## config.mk

```make
export PLATFORM = sky130hd
export DESIGN_NAME = mdu_div
export DESIGN_NICKNAME = d
export VERILOG_FILES = /design/src/rtl/mdu_div.sv
export SDC_FILE = /design/constraint.sdc
export NUM_CORES = 1
export LEC_CHECK = 0
export CAP_MARGIN = 25
export CORE_MARGIN = 2
export CORE_UTILIZATION = 45
export DETAILED_ROUTE_END_ITERATION = 8
export GPL_TIMING_DRIVEN = 0
export PLACE_DENSITY = 0.68
export SETUP_SLACK_MARGIN = 0.3
export SYNTH_ARGS = -nofsm -noshare
export SYNTH_HDL_FRONTEND = slang
export SYNTH_SLANG_ARGS = --single-unit
```

## constraint.sdc

```tcl
create_clock -name clk -period 14.7 [get_ports clk]
set_clock_uncertainty 0.15 [all_clocks]
set_input_delay 3.675 -clock clk [delete_from_list [all_inputs] [get_ports clk]]
set_output_delay 3.675 -clock clk [all_outputs]
set_load 0.02 [all_outputs]
```

## src/rtl/mdu_div.sv

```systemverilog
`default_nettype none
// ============================================================================
// Module   : mdu_div
// Brief    : Iterative radix-2 restoring divider (DIV/DIVU) for the E stage.
//            Produces {remainder, quotient} after WIDTH iterations, raises a
//            stall request while busy, and can be cancelled with annul.
// Revision : 1.0 - initial release
// ============================================================================
module mdu_div #(
    parameter int WIDTH = 32
) (
    input  logic                 clk,
    input  logic                 rst,
    input  logic                 start,
    input  logic                 signed_div,
    input  logic [WIDTH-1:0]     a,
    input  logic [WIDTH-1:0]     b,
    input  logic                 annul,
    output logic                 stall_o,
    output logic                 ready,
    output logic [2*WIDTH-1:0]   result
);

    localparam int CW = (WIDTH > 1) ? $clog2(WIDTH) : 1;

    typedef enum logic [1:0] {
        ST_IDLE    = 2'd0,
        ST_DIVZERO = 2'd1,
        ST_ON      = 2'd2,
        ST_END     = 2'd3
    } state_t;

    state_t               state;
    state_t               state_nxt;
    logic [CW-1:0]        cnt;
    logic [2*WIDTH-1:0]   rq;        // {partial remainder, quotient/dividend}
    logic [WIDTH-1:0]     divisor;   // |b|
    logic [WIDTH-1:0]     a_raw;     // dividend as presented, for divide-by-zero
    logic                 sign_a;
    logic                 sign_b;
    logic                 sdiv;

    logic                 accept;
    logic                 last_iter;
    logic [WIDTH-1:0]     mag_a;
    logic [WIDTH-1:0]     mag_b;
    logic [WIDTH:0]       trial;
    logic [2*WIDTH-1:0]   step;
    logic [WIDTH-1:0]     quot_fin;
    logic [WIDTH-1:0]     rem_fin;
    logic [WIDTH-1:0]     quot_corr;
    logic [WIDTH-1:0]     rem_corr;

    // Operand magnitudes, one restoring iteration and the sign post-correction.
    always_comb begin
        accept    = (state == ST_IDLE) && start && !annul;
        last_iter = (cnt == CW'(WIDTH - 1));
        mag_a     = (signed_div && a[WIDTH-1]) ? -a : a;
        mag_b     = (signed_div && b[WIDTH-1]) ? -b : b;
        // The shifted-out MSB of the remainder participates in the trial, so
        // the subtraction is WIDTH+1 bits wide and its top bit is the borrow.
        trial     = rq[2*WIDTH-1:WIDTH-1] - {1'b0, divisor};
        if (!trial[WIDTH]) begin
            step = {trial[WIDTH-1:0], rq[WIDTH-2:0], 1'b1};
        end else begin
            step = {rq[2*WIDTH-2:0], 1'b0};
        end
        quot_fin  = step[WIDTH-1:0];
        rem_fin   = step[2*WIDTH-1:WIDTH];
        quot_corr = (sdiv && (sign_a ^ sign_b)) ? -quot_fin : quot_fin;
        rem_corr  = (sdiv && sign_a) ? -rem_fin : rem_fin;
    end

    // State register.
    always_ff @(posedge clk) begin
        if (rst) begin
            state <= ST_IDLE;
        end else begin
            state <= state_nxt;
        end
    end

    // Next-state logic and the stall/ready outputs; annul overrides everything.
    always_comb begin
        state_nxt = state;
        stall_o   = 1'b0;
        ready     = 1'b0;
        case (state)
            ST_IDLE: begin
                if (start) begin
                    state_nxt = (b == '0) ? ST_DIVZERO : ST_ON;
                    stall_o   = 1'b1;
                end
            end
            ST_DIVZERO: begin
                state_nxt = ST_END;
                stall_o   = 1'b1;
            end
            ST_ON: begin
                if (last_iter) begin
                    state_nxt = ST_END;
                end
                stall_o = 1'b1;
            end
            ST_END: begin
                state_nxt = ST_IDLE;
                ready     = 1'b1;
            end
            default: begin
                state_nxt = ST_IDLE;
            end
        endcase
        if (annul) begin
            state_nxt = ST_IDLE;
            stall_o   = 1'b0;
            ready     = 1'b0;
        end
        if (rst) begin
            stall_o = 1'b0;
            ready   = 1'b0;
        end
    end

    // Operand capture, iteration datapath and the registered result.
    always_ff @(posedge clk) begin
        if (rst) begin
            cnt     <= '0;
            rq      <= '0;
            divisor <= '0;
            a_raw   <= '0;
            sign_a  <= 1'b0;
            sign_b  <= 1'b0;
            sdiv    <= 1'b0;
            result  <= '0;
        end else if (!annul) begin
            if (accept) begin
                cnt     <= '0;
                rq      <= {{WIDTH{1'b0}}, mag_a};
                divisor <= mag_b;
                a_raw   <= a;
                sign_a  <= signed_div & a[WIDTH-1];
                sign_b  <= signed_div & b[WIDTH-1];
                sdiv    <= signed_div;
            end
            if (state == ST_ON) begin
                rq  <= step;
                cnt <= cnt + CW'(1);
                if (last_iter) begin
                    result <= {rem_corr, quot_corr};
                end
            end
            if (state == ST_DIVZERO) begin
                result <= {a_raw, {WIDTH{1'b1}}};
            end
        end
    end

endmodule
`default_nettype wire

```

==> results by group <==
Critical path
  • Category of the most critical setup path: in2out
  • Capturing element type of the critical path: primary output
  • Required time of the critical path: 10.88 ns
  • Crit-path max FO: 10
  • Startpoint of the worst-slack reg-to-reg timing path: rq[31]$_SDFFE_PP0P_
  • RR Endpoint: result[62]$_SDFFE_PP0P_
  • Data arrival at the endpoint of the critical path: 6.46 ns
  • Critical Path Start Type: input port
  • Worst R2R Path Depth: 24
  • Slack of the worst reg-to-reg path: 7.48 ns

Route
  • Residual DRC count: 0
  • Detailed-route wire length per cell: 19.8 µm
  • Router iterations before antenna repair: 5
  • Overall via count from detail_route: 13.8k
  • Final Routed Wirelength: 46200 µm
  • Antenna Violating Nets Remaining: 0
  • DRT iter0 DRCs: 1148
  • Via-per-instance ratio: 5.90

Clocking
  • Clock buffers created by TritonCTS: 24
  • Post-CTS clock slew at the launch and capture registers of the worst setup and hold paths: 0.06 ns
  • CTS root buf: sky130_fd_sc_hd__clkbuf_16
  • CTS H-tree depth: 1
  • Hold buffer count at cts: 0
  • Post-cts resize count: 0
  • Clock tree from TritonCTS: done
  • Maximum count of clock buffers along a single path: 3
  • Later-pin clock latency in the skew report: 0.54 ns
  • Post-CTS Repair Setup Buffers: 0
  • Number of sinks handled by clock tree synthesis: 202

Power
  • LEAKAGE: 0.00561 µW
  • Worst vdd ir: 0.0757 mV
  • Logic gate share of total power: 20.7%
  • Proportion of power drawn by flip-flops and latches: 38.0%
  • Fraction of power consumed by the clock network: 41.2%
  • Net Switching: 466 µW
  • Internal power consumption: 1070 µW
  • Design Power: 1530 µW
  • Proportion of total power due to net switching: 30.4%
  • Power per cell area: 96.5 nW/µm²

Placed design
  • Total of buffers placed on input and output ports: 132
  • DP Cell Count: 2287
  • HPWL reported at the end of detailed placement: 36300 µm
  • Final estimated routing congestion in global placement: 0.956

Min path
  • HP Start: a_raw[29]$_SDFFE_PP0P_
  • Min-Delay Path Class: reg2reg
  • Hold depth: 2
  • Hold endpoint: a_raw[29]$_SDFFE_PP0P_

GRT
  • Antenna violations before repair: 0
  • GRT Total Usage: 29.1%
  • Number of global-route vias before repair: 12.9k
  • Met1 layer usage reported by global route: 36.8%
  • Met2 track demand over resource in global routing: 49.1%
  • Total gr overflow: 0
  • Global routing usage on met3: 4.29%
  • Most utilized layer in the global route result: met2
  • Pin count of the biggest net entering global routing: 13
  • First-pass GRT wire length: 71000 µm

STA
  • Total of endpoints with negative setup slack in the final report: 0
  • Total count of hold-check failures in the final report: 0
  • RSZ-0062 raised after global routing: no
  • Max-slew headroom at the worst pin: 40.3%
  • Time the final worst path needs with I/O delays and setup: 10.28 ns
  • Crit share post-route: 69.9%
  • Setup TNS after final layout: 0 ns
  • Pins Over Slew Limit: 0
  • Max Clock Freq: 97.3 MHz
  • Transition at the pin with the smallest max-transition slack: 0.896 ns

Logic synthesis
  • Cells taking the most area after synthesis: sky130_fd_sc_hd__dfxtp_1, sky130_fd_sc_hd__nor2_1, sky130_fd_sc_hd__nand2_1
  • Yosys synthesis warning count: 0
  • Portion of netlist area occupied by mux cells: 2.70%
  • Number of storage elements in the synthesis netlist: 202
  • Most instantiated flip-flop cell in the synthesis netlist: sky130_fd_sc_hd__dfxtp_1
  • Synth Area in Adders: 4.31%
  • Post-Synth Simple-Gate Area: 23.6%
  • Number of flops mapped to enable cells by yosys: 0
  • Yosys top cell by area: sky130_fd_sc_hd__dfxtp_1
  • Yosys top cell area share: 30.6%
  • Portion of the post-synthesis area used by sequential elements: 30.6%
  • Cell area after technology mapping: 13200 µm²
  • Fraction of the mapped netlist area in compound gates: 24.3%
  • Netlist cell types: 85
  • Gate count of the mapped netlist: 1770
  • Net Count, Synth: 1884
  • Xor and xnor fraction of the mapped netlist area: 8.41%
  • Synthesized area per cell: 7.47 µm²
  • Fraction of registers with async set or reset after synthesis: 0%
  • Largest family of logic cells by synthesized area: compound AO/OA/AOI/OAI gates

Finish
  • Commonest cells after routing, fill and taps aside: sky130_fd_sc_hd__nor2_1, sky130_fd_sc_hd__nand2_1, sky130_fd_sc_hd__dfxtp_1
  • Most frequent standard cell in the layout excluding fill and tap cells: sky130_fd_sc_hd__nor2_1
  • Ant. Diodes: 0
  • Number of fill cells: 2774
  • Synthesis-to-finish area growth: 20.0%
  • Number of standard cells in the layout, taps in and fillers out: 2330
  • Area used by sequential logic in the layout: 4040 µm²
  • Final net count: 2043
  • Fraction of final layout cells sized beyond drive strength 1: 5.09%
  • Footprint of the multi-input gates: 8370 µm²

Floorplanning
  • Overall die width: 175 µm
  • Core region area: 28800 µm²
  • Y dimension of the die: 175 µm
  • Floorplan die area: 30800 µm²
  • Number of top-level design ports: 135
  • Floorplan row count: 62
  • Initial standard-cell utilization of the core: 45.9%

Status
  • Status: complete, no violations

Job
  • Maximum Capacitance Violations: 0
-- power by group through the flow --
stage               registers [µW]  logic, µW  clock network, µW
floorplan                      591        210                  0
global placement               594        308                  0
detailed placement             594        312                  0
CTS                            582        313                637
global route                   585        346                659
finish                         583        318                632
-- cells by family (layout without fill, tap and decap cells) --
group	after synthesis	count (layout)
simple gates	687	687
compound gates	489	489
flops	202	202
buf+inv	185	361
xor+xnor	127	127
fa+ha+maj	45	45
mux	35	35
-- critical path, stage by stage --
cell and delay [ns]:
sky130_fd_sc_hd__clkdlybuf4s50_1 0.42, sky130_fd_sc_hd__nand2_1 0.11, sky130_fd_sc_hd__or2_2 0.11, sky130_fd_sc_hd__clkbuf_1 0.32
sky130_fd_sc_hd__clkbuf_1 0.46, sky130_fd_sc_hd__clkbuf_1 0.61, sky130_fd_sc_hd__a211oi_1 0.16, sky130_fd_sc_hd__clkdlybuf4s50_1 0.58
-- how the worst max path moves through the flow --
stage | endpoint | slack [ns] | from | cells after the start
3_5_place_dp | stall_o | 4.42 | start | 8
5_1_grt | stall_o | 4.29 | start | 8
2_1_floorplan | stall_o | 5.68 | annul | 6
4_1_cts | stall_o | 4.43 | start | 8
3_3_place_gp | stall_o | 4.44 | start | 8
6_report | stall_o | 4.42 | start | 8
-- metrics by stage --
| stage | utilization, % | setup slack (ns) | instance area, µm² | hold WS [ns] |
|---|---|---|---|---|
| after floorplan | - | 5.68 | 13200 | 0.281 |
| after global placement | 52.2 | 4.44 | 15000 | 0.290 |
| after detailed placement | 52.2 | 4.42 | 15000 | 0.295 |
| after CTS | 55.2 | 4.43 | 15900 | 0.302 |
| after global routing | 55.2 | 4.29 | 15900 | 0.322 |
| final | 55.2 | 4.42 | 15900 | 0.305 |
-- Yosys cell counts (4+ instances only) --
cell type	count
sky130_fd_sc_hd__a211oi_1	68
sky130_fd_sc_hd__a21o_1	15
sky130_fd_sc_hd__a21oi_1	135
sky130_fd_sc_hd__a221oi_1	4
sky130_fd_sc_hd__a311oi_1	14
sky130_fd_sc_hd__a31oi_1	74
sky130_fd_sc_hd__and2_1	9
sky130_fd_sc_hd__and3_1	19
sky130_fd_sc_hd__buf_1	6
sky130_fd_sc_hd__buf_2	10
sky130_fd_sc_hd__buf_6	6
sky130_fd_sc_hd__clkbuf_1	94
sky130_fd_sc_hd__clkbuf_8	5
sky130_fd_sc_hd__dfxtp_1	202
sky130_fd_sc_hd__ha_1	44
sky130_fd_sc_hd__inv_1	61
sky130_fd_sc_hd__mux2_2	5
sky130_fd_sc_hd__mux2i_1	30
sky130_fd_sc_hd__nand2_1	224
sky130_fd_sc_hd__nand2b_1	7
sky130_fd_sc_hd__nand3_1	60
sky130_fd_sc_hd__nand3b_1	6
sky130_fd_sc_hd__nand4_1	13
sky130_fd_sc_hd__nor2_1	232
sky130_fd_sc_hd__nor2b_1	5
sky130_fd_sc_hd__nor3_1	33
sky130_fd_sc_hd__nor3b_1	6
sky130_fd_sc_hd__nor4_1	23
sky130_fd_sc_hd__o211ai_1	7
sky130_fd_sc_hd__o21a_1	10
sky130_fd_sc_hd__o21ai_0	68
sky130_fd_sc_hd__o21ai_1	4
sky130_fd_sc_hd__o21bai_1	6
sky130_fd_sc_hd__o22ai_1	14
sky130_fd_sc_hd__o31ai_1	16
sky130_fd_sc_hd__o41ai_1	10
sky130_fd_sc_hd__or2_2	4
sky130_fd_sc_hd__or3_1	17
sky130_fd_sc_hd__or4_1	7
sky130_fd_sc_hd__xnor2_1	70
sky130_fd_sc_hd__xor2_1	57
-- final cells by class --
cell class	instances	share of cell area (%)
multi-input cells	1383	52.7
flip-flops and latches	202	25.5
repair buffers	133	8.40
clock buffers	33	4.37
plain buffers	124	3.68
well taps	384	3.03
inverters	61	1.44
clock inverters	10	0.899
-- flip-flops by register name, summed over array words and instances, names as in the netlist --
signal,cells
a_raw,32
divisor,32
result,64
sign_a,1
sdiv,1
sign_b,1
state,2
cnt,5
rq,64
-- per-layer routing --
layer	wire, µm	share of wire [%]	vias up
li1	-	-	6662
met5	0	0	-
met4	2270	4.9	0
met2	21200	46	614
met3	3200	6.9	116
met1	19500	42	6363
Note: power is estimated with default switching activity, not from simulation.
